[config.mk]
export PLATFORM = sky130hd
export DESIGN_NAME = operand_stream_adder
export DESIGN_NICKNAME = d
export VERILOG_FILES = /design/src/rtl/operand_stream_adder.sv
export SDC_FILE = /design/constraint.sdc
export NUM_CORES = 1
export LEC_CHECK = 0
export CELL_PAD_IN_SITES_DETAIL_PLACEMENT = 1
export CELL_PAD_IN_SITES_GLOBAL_PLACEMENT = 2
export CORE_MARGIN = 2
export CORE_UTILIZATION = 25
export CTS_CLUSTER_DIAMETER = 100
export CTS_CLUSTER_SIZE = 30
export DETAILED_ROUTE_END_ITERATION = 12
export PLACE_DENSITY_LB_ADDON = 0.25
export SLEW_MARGIN = 25
export SYNTH_ARGS = -nofsm -noshare
export SYNTH_HDL_FRONTEND = slang
export SYNTH_SLANG_ARGS = --single-unit
[constraint.sdc]
create_clock -name clk -period 4.65 [get_ports clk]
set_input_delay 0.465 -clock clk [delete_from_list [all_inputs] [get_ports clk]]
set_output_delay 0.465 -clock clk [all_outputs]
set_load 0.05 [all_outputs]
[src/rtl/operand_stream_adder.sv]
// Serial-in operand adder/subtractor: two WIDTH-bit operands arrive as LANE-bit beats,
// and the (WIDTH+1)-bit result leaves as bytes. Define OSA_OVF_EN to enable signed-overflow.
module operand_stream_adder #(
   parameter int unsigned WIDTH = 24,
   parameter int unsigned LANE  = 6
) (
   input  logic            clk,
   input  logic            rst,
   input  logic [LANE-1:0] in_data,
   input  logic            in_valid,
   output logic            in_ready,
   input  logic            in_cin,
   input  logic            in_op,
   output logic [7:0]      out_data,
   output logic            out_valid,
   input  logic            out_ready,
   output logic            out_ovf
);

   localparam int unsigned NB = WIDTH / LANE;
   localparam int unsigned NO = (WIDTH + 8) / 8;
   localparam int unsigned RW = NO * 8;
   localparam logic [6:0]  BeatLast = 7'(NB - 1);
   localparam logic [3:0]  ByteLast = 4'(NO - 1);

   typedef enum logic [1:0] {StLoadA, StLoadB, StCompute, StSend} state_e;

   state_e           state_q;
   logic [6:0]       beat_cnt_q;
   logic [3:0]       byte_cnt_q;
   logic [WIDTH-1:0] a_q;
   logic [WIDTH-1:0] b_q;
   logic [RW-1:0]    r_q;
   logic             op_q;
   logic             cin_q;

   logic [WIDTH-1:0] b_eff;
   logic [WIDTH:0]   sum;
   logic [RW-1:0]    r_shift;
   logic [WIDTH-1:0] beat_ext;

   assign b_eff    = op_q ? ~b_q : b_q;
   assign sum      = {1'b0, a_q} + {1'b0, b_eff} + {{WIDTH{1'b0}}, (op_q | cin_q)};
   assign beat_ext = WIDTH'(in_data) << (WIDTH - LANE);
   assign r_shift  = r_q >> (8 * byte_cnt_q);

   // Outputs are decoded from state and forced inactive while reset is held.
   assign in_ready  = !rst && (state_q == StLoadA || state_q == StLoadB);
   assign out_valid = !rst && (state_q == StSend);
   assign out_data  = out_valid ? r_shift[7:0] : 8'h00;

`ifdef OSA_OVF_EN
   logic ovf_q;
   assign out_ovf = out_valid && ovf_q;
`else
   assign out_ovf = 1'b0;
`endif

   always_ff @(posedge clk) begin
      if (rst) begin
         state_q    <= StLoadA;
         beat_cnt_q <= '0;
         byte_cnt_q <= '0;
         a_q        <= '0;
         b_q        <= '0;
         r_q        <= '0;
         op_q       <= 1'b0;
         cin_q      <= 1'b0;
`ifdef OSA_OVF_EN
         ovf_q      <= 1'b0;
`endif
      end else begin
         case (state_q)
            StLoadA: begin
               if (in_valid) begin
                  if (beat_cnt_q == '0) begin
                     op_q  <= in_op;
                     cin_q <= in_cin;
                  end
                  // Beats arrive LSB first, so shift them in from the top.
                  a_q <= (a_q >> LANE) | beat_ext;
                  if (beat_cnt_q == BeatLast) begin
                     beat_cnt_q <= '0;
                     state_q    <= StLoadB;
                  end else begin
                     beat_cnt_q <= beat_cnt_q + 7'd1;
                  end
               end
            end
            StLoadB: begin
               if (in_valid) begin
                  b_q <= (b_q >> LANE) | beat_ext;
                  if (beat_cnt_q == BeatLast) begin
                     beat_cnt_q <= '0;
                     state_q    <= StCompute;
                  end else begin
                     beat_cnt_q <= beat_cnt_q + 7'd1;
                  end
               end
            end
            StCompute: begin
               r_q        <= RW'(sum);
               byte_cnt_q <= '0;
`ifdef OSA_OVF_EN
               ovf_q      <= (a_q[WIDTH-1] == b_eff[WIDTH-1]) && (sum[WIDTH-1] != a_q[WIDTH-1]);
`endif
               state_q    <= StSend;
            end
            StSend: begin
               if (out_ready) begin
                  if (byte_cnt_q == ByteLast) begin
                     byte_cnt_q <= '0;
                     state_q    <= StLoadA;
                  end else begin
                     byte_cnt_q <= byte_cnt_q + 4'd1;
                  end
               end
            end
            default: state_q <= StLoadA;
         endcase
      end
   end

endmodule

### Word level (Yosys, flattened, before mapping)

Index checks and enable logic that the tools add are counted.

| cells by class | value |
|---|---|
| shift-type cells | 1 |
| equality and inequality tests | 11 |
| div/mod/pow operators | 0 |
| order comparisons | 0 |
| multiplexer cells | 13 |
| reductions and logical operators | 14 |
| multiply operators | 0 |
| bitwise logic cells | 4 |
| add/subtract/negate cells | 4 |

Operators with widths:

| operator | count |
|---|---|
| bitwise OR 18 x 24 -> 24 bit | 2 |
| adder 24 x 24 -> 25 bit | 1 |
| adder 25 x 1 -> 25 bit | 1 |
| right shift 25 x 7 -> 8 bit | 1 |
| two-way mux 24 bit | 1 |
| inverter 24 bit | 1 |
| two-way mux 2 bit | 6 |
| two-way mux 4 bit | 2 |
| two-way mux 8 bit | 1 |
| case mux 2 bit (4 select lines) | 1 |
| case mux 4 bit (2 select lines) | 1 |
| AND reduction 2 bit | 4 |
| adder 7 x 1 -> 7 bit (second input constant) | 1 |
| == test 7 x 2 -> 1 bit (second input constant) | 1 |
| zero test 7 bit | 1 |
| two-way mux 7 bit | 1 |
| inequality test 2 x 1 -> 1 bit (second input constant) | 3 |
| inequality test 2 bit (second input constant) | 3 |
| AND reduction 6 bit | 1 |
| adder 4 x 1 -> 4 bit (second input constant) | 1 |
| == test 2 bit (second input constant) | 2 |
| == test 4 x 2 -> 1 bit (second input constant) | 1 |
| AND reduction 3 bit | 1 |
| == test 2 x 1 -> 1 bit (second input constant) | 1 |
| 7 further kinds | 8 |

| storage, ports and cells | value |
|---|---|
| memory bits (read-only) | 0 |
| RAM bits | 0 |
| input port bits | 12 |
| latch bits | 0 |
| bits in registers | 88 |
| memories kept | 0 |
| word-level logic and storage cells | 55 |
| output and inout port bits | 11 |

### Logic depth before layout (Yosys ltp)

Gate-level depths: netlist of run 1.

| logic depth | value |
|---|---|
| word-level depth | 4 |
| depth in mapped cells | 13 |
| mapped depth without buffers | 11 |

### Worst setup path after synthesis of run 1

Ideal clock, no wire load.

| timing | value |
|---|---|
| kind | flip-flop to flip-flop |
| start | register op_q |
| end | register r_q[20] |
| stages on the path, launching flop included | 14 |
| arrival | 3.252 ns |
| path buffers | 2 |
| slack | 1.271 ns |
| cells stage by stage | dfxtp_1 clkbuf_1 clkbuf_1 xor2_1 fa_1 inv_1 fa_1 and2b_1 o2111ai_2 a21oi_2 o31ai_4 o21ai_2 nor4bb_1 or3_1 |

| between the ends | value |
|---|---|
| longest elaborated chain between the ends | 3 |
| elaborated cells on any way between the ends | 4 |
| classes of those cells | add/sub (2); mux (1); bitwise (1) |

Ends and longest elaborated chain:

| what | RTL line | source |
|---|---|---|
| start: declaration | 34 | `logic op_q;` |
| start signal: assignment | 77 | `op_q <= in_op;` |
| two-way mux 24 bit | 42 | `assign b_eff = op_q ? ~b_q : b_q;` |
| adder 24 x 24 -> 25 bit | 43 | `assign sum = {1'b0, a_q} + {1'b0, b_eff} + {{WIDTH{1'b0}}, (op_q \| cin_q)};` |
| adder 25 x 1 -> 25 bit (*) | 43 |  |
| end signal: assignment | 102 | `r_q <= RW'(sum);` |
| end: declaration | 33 | `logic [RW-1:0] r_q;` |

Mark *: on every way between the ends. The rest lies on a longest branch, timed or not.
A chain may end at the register's enable or synchronous reset.

### Worst setup path in the final report of run 1

Same ends and word-level chain as after synthesis.

==> summary.md, run 1 <==
| Metric | Value |
|---|---|
| Status | `complete, no violations` |
| Power density over the cells | `366.6 nW/µm²` |
| Clk sink count | `88` |
| Overall routing resource usage | `13.67%` |
| Dpl cells | `883` |
| Row cnt | `51` |
| CTS tree | `done` |
| Die X | `145.6 µm` |
| Post-synthesis register bit count | `88` |
| Final setup fails | `0` |
| ANT cells | `0` |
| Worst setup SP type | `register` |
| Gr ovfl total | `0` |
| Area of the core | `19590 µm²` |
| Htree depth | `3` |
| DP Area | `5376 µm²` |
| Max Clk Rate | `330.3 MHz` |
| Worst skew pair latency | `0.35 ns` |
| Final number of max-transition violations | `0` |
| Final hold viol count | `0` |
| Leak | `2.172 nW` |
| First-pass GRT wire length | `23030 µm` |
| Post-CTS resize count | `0` |
| Share of cells above drive strength 1 | `5.371%` |
| Most used DFF post-synth | `dfxtp_1` |
| Worst r2r dst | `r_q[20]` |
| Final min period | `3.028 ns` |
| Maxcap violations | `0` |
| I/O pin count | `23` |
| Via count | `4274` |
| Critical R2R Launch | `op_q` |
| Tcrit/Tclk final | `65.11%` |
| Die Area | `21200 µm²` |
| Largest net degree at the start of global routing | `52` |
| Synth unique cells | `58` |
| First drt pass iteration count | `4` |
| Number of global-route vias before repair | `4290` |
| RSZ-0062 raised after global routing | `false` |
| Clock root buffer | `clkbuf_16` |
| GP Congestion | `0.7581` |
| Vias per cell | `4.759` |
| Hold path depth | `2` |
| Reg2Reg Depth | `11` |
| Placed wire-length estimate | `10750 µm` |
| Initial antenna violation count | `0` |
| DRT Wirelength | `14260 µm` |
| CTS buffer count | `9` |
| Setup CP Type | `register to register` |
| Avg WL per Cell | `15.88 µm` |
| HP Class | `register to register` |
| Number of enable flip-flop cells after synthesis | `0` |
| Relative slew slack | `35.06%` |
| DRC | `0` |
| Syn nets | `676` |
| Avg Inst Size Synth | `7.933 µm²` |
| Sequential cell area fraction in the yosys report | `35.14%` |
| Setup TNS | `0 ns` |
| Worst Hold Path EP | `a_q[2]` |
| Skew final | `0.007319 ns` |
| CP Data Required Time | `4.88 ns` |
| Synthesized area | `5014 µm²` |
| 1st-iter DRT viols | `182` |
| Initial core utilization | `25.59%` |
| Peak supply drop | `0.1416 mV` |
| Hold-fix buffers, CTS | `0` |
| Postcts setup bufs | `0` |
| Post-DRT Antenna Nets | `0` |
| Worst EP arrival | `3.26 ns` |
| Worst-path clk slew | `0.07 ns` |
| Area growth from synthesis to layout | `13.15%` |
| R2r setup slk | `1.62 ns` |
| Final instance area | `5673 µm²` |
| Clock buffer depth | `2` |
| Count of warnings emitted by yosys | `0` |
| IO buf count | `21` |
| NumNets Final | `673` |
| Non-filler instance count after layout | `898` |
| Crit path capture type | `register` |
| Pre-CTS WS | `1.610 ns` |
| Worst hold start | `a_q[2]` |
| Async S/R FF share, synth | `0%` |
| Mapped Cells | `632` |
| Power after layout | `2.080 mW` |
| Setup ws final | `1.622 ns` |
| Slew at the pin with the worst max-slew slack | `0.9718 ns` |
| Crit Path Max Fanout | `4` |
| Die Ht | `145.6 µm` |
-- critical path, cell delays in order, from the launching register on --
cell and delay [ns]:
dfxtp_1 0.34, or2_2 0.29, fa_1 0.42, inv_1 0.09
fa_1 0.20, and2b_1 0.21, o2111ai_2 0.22, a21oi_2 0.14
o31ai_4 0.33, o21ai_2 0.13, nor4bb_1 0.16, or3_1 0.39
-- layout by cell type (no fill, tap or decap), drive strengths merged, types with 3 or more instances in the layout --
cell type	synthesis	layout
a211oi	9	9
a21o	11	11
a21oi	80	80
a221oi	3	3
a31o	3	3
a31oi	5	5
and3	6	6
buf	4	5
clkbuf	34	9
clkdlybuf4s50	0	20
clkinvlp	0	3
dfxtp	88	88
ha	30	30
inv	11	12
mux2i	19	19
nand2	132	132
nand2b	5	5
nand3	11	11
nor2	57	57
nor2b	4	4
nor3	8	8
o21ai	22	22
o21bai	3	3
o22ai	3	3
or2	3	3
xnor2	12	12
xor2	35	35
-- how the worst max path moves through the flow --
stage	start	end	slack (ns)	cells after the start
after CTS	op_q	r_q[20]	1.61	11
after global routing	op_q	r_q[22]	1.42	11
after detailed placement	op_q	r_q[20]	1.61	11
final	op_q	r_q[20]	1.62	11
after floorplan	op_q	r_q[20]	1.27	13
after global placement	op_q	r_q[20]	1.68	11
-- metrics by stage --
step | hold WS (ns) | utilization, %
2_1_floorplan | 0.4198 | -
3_3_place_gp | 0.4595 | 27.44
3_5_place_dp | 0.4580 | 27.44
4_1_cts | 0.4690 | 28.95
5_1_grt | 0.4952 | 28.96
6_report | 0.4651 | 28.96
-- synthesized netlist by cell type (all sizes together) (2+ instances only) --
cell type    n  area share, %
xnor2       12            2.1
a21oi       80            8.1
a211oi       9            1.3
xor2        35            6.1
nor3         8           0.80
fa           2           0.80
a221oi       3           0.52
nand2b       5           0.62
and3         6           0.75
nand3       11            1.1
o22ai        3           0.37
nand2      132            9.9
mux2i       19            3.8
dfxtp       88             35
a31oi        5           0.62
o2111ai      2           0.47
or2          3           0.37
buf          4           0.57
nor2b        4           0.50
inv         11           0.82
o311ai       2           0.35
o21bai       3           0.45
a21o        11            1.7
nor2        57            4.3
o211ai       2           0.30
clkbuf      34            2.8
o21ai       22            2.3
or3          2           0.25
nor3b        2           0.30
and2         2           0.25
nand4        2           0.25
ha          30            7.5
a211o        2           0.35
a31o         3           0.52
-- state kept, by name, summed over array words and instances, names as in the netlist --
register	cells
byte_cnt_q	4
b_q	24
state_q	2
op_q	1
cin_q	1
beat_cnt_q	7
r_q	25
a_q	24
-- cell families after synthesis --
logic type               Yosys count  synth area share, %
AO/OA/AOI/OAI                    154                18.77
XOR/XNOR                          47                8.211
buffers and inverters             50                4.891
other                              1              0.07480
multiplexers                      20                4.242
flip-flops                        88                35.14
adder cells (fa/ha/maj)           32                8.286
AND/OR/NAND/NOR                  240                20.39
-- power by group --
part / switching, mW / internal, mW
combinational: 0.333 / 0.175
sequential: 0.0348 / 0.791
clock: 0.329 / 0.417
total: 0.697 / 1.38
-- routing by layer --
metal	global-route usage, %	routed length, µm	vias up
met1	18.77	7464	2063
met3	2.915	273	11
met4	3.088	136	0
li1	-	-	2166
met5	0	0	-
met2	22.04	6382	34
-- cell type report --
cell class                 count  area, µm²
clock buffer                   9      225.2
clock inverter                 6      70.07
fill                        2367      13920
inverter                      11      41.29
multi-input combinational    494       3008
sequential                    88       1762
tap                          265      331.6
timing repair buffer          25      235.2
(Power assumes the default switching activity.)
==> run 2: changes to the inputs <==
==> constraint.sdc (replaced) <==
create_clock -name clk -period 3 [get_ports clk]
set_input_delay 0.3 -clock clk [delete_from_list [all_inputs] [get_ports clk]]
set_output_delay 0.3 -clock clk [all_outputs]
set_load 0.05 [all_outputs]
==> run 2 against run 1 <==
Non-clock buffer count increased by 22. Via count decreased by 0.19%. Cell area increased by 3.5%. Maximum frequency increased by 5.2%. First-iteration DRC count increased by 30%. Die area unchanged. Total power increased by 58%. Routed wire length increased by 0.76%. Largest power group unchanged.
==> summary.md, run 2 (same netlist as run 1, synthesis figures left out) <==
| Metric | Value |
|---|---|
| Status | `complete, no violations` |
| Worst EP arrival | `3.13 ns (-0.13 ns)` |
| Clk pwr share | `34.7% (-1.2 points)` |
| Hold-fix buffers, CTS | `0 (unchanged)` |
| I/O pin count | `23 (unchanged)` |
| Switching share of total power | `34.16% (+0.65 points)` |
| Most frequent cells in the layout | `132 x nand2_1, 87 x dfxtp_1, 78 x a21oi_1, 57 x nor2_1, 35 x xor2_1` |
| Pre-CTS WS | `0.02407 ns (-1.585 ns)` |
| Final setup fails | `0 (unchanged)` |
| CTS tree | `done` |
| Power after layout | `3.275 mW (+58%)` |
| Largest regs | `r_q (25), a_q (24), b_q (24)` |
| Crit path capture type | `register` |
| Combinational Power Share | `26.2% (+1.7 points)` |
| Area of the core | `19590 µm² (unchanged)` |
| Final hold viol count | `0 (unchanged)` |
| DRC | `0 (unchanged)` |
| Net switching power figure | `1.119 mW (+61%)` |
| Largest net degree at the start of global routing | `59 (+13%)` |
| Placed wire-length estimate | `10780 µm (+0.28%)` |
| Tcrit/Tclk final | `95.96% (+31 points)` |
| HP Class | `input pin to register` |
| Non-filler instance count after layout | `921 (+2.6%)` |
| Clock root buffer | `clkbuf_16` |
| Die Ht | `145.6 µm (unchanged)` |
| Dpl cells | `902 (+2.2%)` |
| Setup ws final | `0.1211 ns (-1.501 ns)` |
| Via count | `4266 (-0.19%)` |
| CP Data Required Time | `3.25 ns (-1.63 ns)` |
| Clock buffer depth | `2 (unchanged)` |
| Worst skew pair latency | `0.36 ns (about the same)` |
| ANT cells | `0 (unchanged)` |
| Initial antenna violation count | `0 (unchanged)` |
| Crit Path Max Fanout | `4 (unchanged)` |
| Skew final | `0.01579 ns (+0.008475 ns)` |
| Row cnt | `51 (unchanged)` |
| Clk sink count | `88 (unchanged)` |
| IO buf count | `21 (unchanged)` |
| Int Power | `2.156 mW (+56%)` |
| Share of cells above drive strength 1 | `9.451% (+4.1 points)` |
| Die X | `145.6 µm (unchanged)` |
| Most common cell after layout, fill and taps aside | `nand2_1` |
| Slew at the pin with the worst max-slew slack | `0.9435 ns (-0.02828 ns)` |
| Gr ovfl total | `0 (unchanged)` |
| GP Congestion | `0.8081 (+6.6%)` |
| Area growth from synthesis to layout | `17.12%` |
| First drt pass iteration count | `4 (unchanged)` |
| Avg WL per Cell | `15.60 µm (-1.8%)` |
| First-pass GRT wire length | `23840 µm (+3.5%)` |
| Setup CP Type | `register to register` |
| Max Clk Rate | `347.4 MHz (+5.2%)` |
| Worst setup SP type | `register` |
| Maxcap violations | `0 (unchanged)` |
| Most flop-heavy register | `r_q` |
| Number of global-route vias before repair | `4402 (+2.6%)` |
| Die Area | `21200 µm² (unchanged)` |
| Vias per cell | `4.632 (-2.7%)` |
| CTS buffer count | `9 (unchanged)` |
| 1st-iter DRT viols | `236 (+30%)` |
| Peak supply drop | `0.2234 mV (+58%)` |
| Leak | `2.292 nW (+5.5%)` |
| Post-DRT Antenna Nets | `0 (unchanged)` |
| Final number of max-transition violations | `0 (unchanged)` |
| Relative slew slack | `36.95% (+1.9 points)` |
| NumNets Final | `695 (+3.3%)` |
| Power density over the cells | `557.8 nW/µm² (+52%)` |
| Max reg flops | `25 (unchanged)` |
| Final min period | `2.879 ns (-0.1486 ns)` |
| RSZ-0062 raised after global routing | `true` |
| Htree depth | `3 (unchanged)` |
| DRT Wirelength | `14360 µm (+0.76%)` |
| Setup TNS | `0 ns (unchanged)` |
| Initial core utilization | `25.59% (unchanged)` |
| Sequential cell fraction of total power | `39.1% (-0.6 points)` |
| Overall routing resource usage | `14.02% (+0.35 points)` |
| Worst-path clk slew | `0.08 ns (about the same)` |
[run 2: changes by cell type in the layout (fill, tap and decap cells not counted), sizes merged]
cell | before | now
bufinv | 1 | 0
buf | 5 | 27
inv | 12 | 14
clkbuf | 9 | 10
clkinvlp | 3 | 2
[run 2: final cells by class]
type                       instances  area, µm²
multi-input combinational        494       3039
clock inverter                     6      50.05
tap                              265      331.6
fill                            2369      13720
timing repair buffer              47      407.9
sequential                        88       1763
inverter                          11      41.29
clock buffer                      10      239.0
[run 2: worst paths after layout]
kind / startpoint / to / slack, ns / cells after the start
hold reg to reg: a_q[4] / a_q[4] / 0.47 / 2
setup / recovery: op_q / r_q[20] / 0.12 / 11
setup reg to reg: op_q / r_q[20] / 0.12 / 11
hold / removal: rst / byte_cnt_q[0] / 0.45 / 3
[run 2: worst max-delay path, cell delays in order (launching register included)]
cell       delay (ns)
dfxtp_2          0.34
or2_4            0.23
fa_2             0.41
inv_2            0.07
fa_2             0.19
and2b_2          0.24
o2111ai_4        0.24
a21oi_4          0.11
o31ai_4          0.33
o21ai_2          0.10
nor4bb_1         0.16
or3_1            0.36
[run 2: power groups by stage]
| stage | sequential, mW | combinational [mW] | clock [mW] |
|---|---|---|---|
| finish | 1.28 | 0.858 | 1.14 |
| global route | 1.29 | 0.963 | 1.21 |
| CTS | 1.28 | 0.850 | 1.17 |
| detailed placement | 1.31 | 0.843 | 0 |
| global placement | 1.31 | 0.835 | 0 |
| floorplan | 1.28 | 0.622 | 0 |
[run 2: per-layer routing]
metal | vias up | GRT usage, % | routed length, µm
met5 | - | 0 | 0
met4 | 0 | 4.412 | 170
met3 | 10 | 2.100 | 234
met2 | 29 | 21.94 | 6382
met1 | 2022 | 19.85 | 7576
li1 | 2205 | - | -
[run 2: stage by stage]
stage	util (%)	area, µm²	hold slack, ns
after floorplan	-	5025	0.4198
after global placement	28.17	5519	0.4568
after detailed placement	28.17	5519	0.4625
after CTS	29.65	5808	0.4642
after global routing	29.97	5872	0.4827
final	29.97	5872	0.4547
[run 2: repair_timing]
item / 4_1_cts / 5_1_grt
setup endpoints to repair: 0 / 14
buffers inserted: 0 / 3
gates resized for setup: 0 / 15
==> run 3: changes to the inputs <==
--- a/config.mk
+++ b/config.mk
@@ -10,10 +10,9 @@
 export CORE_MARGIN = 2
 export CORE_UTILIZATION = 25
 export CTS_CLUSTER_DIAMETER = 100
-export CTS_CLUSTER_SIZE = 30
 export DETAILED_ROUTE_END_ITERATION = 12
 export PLACE_DENSITY_LB_ADDON = 0.25
-export SLEW_MARGIN = 25
+export SLEW_MARGIN = 20
 export SYNTH_ARGS = -nofsm -noshare
 export SYNTH_HDL_FRONTEND = slang
 export SYNTH_SLANG_ARGS = --single-unit
==> results of run 3 <==
The final DEF is identical to that of run 2; final timing and power are the same.
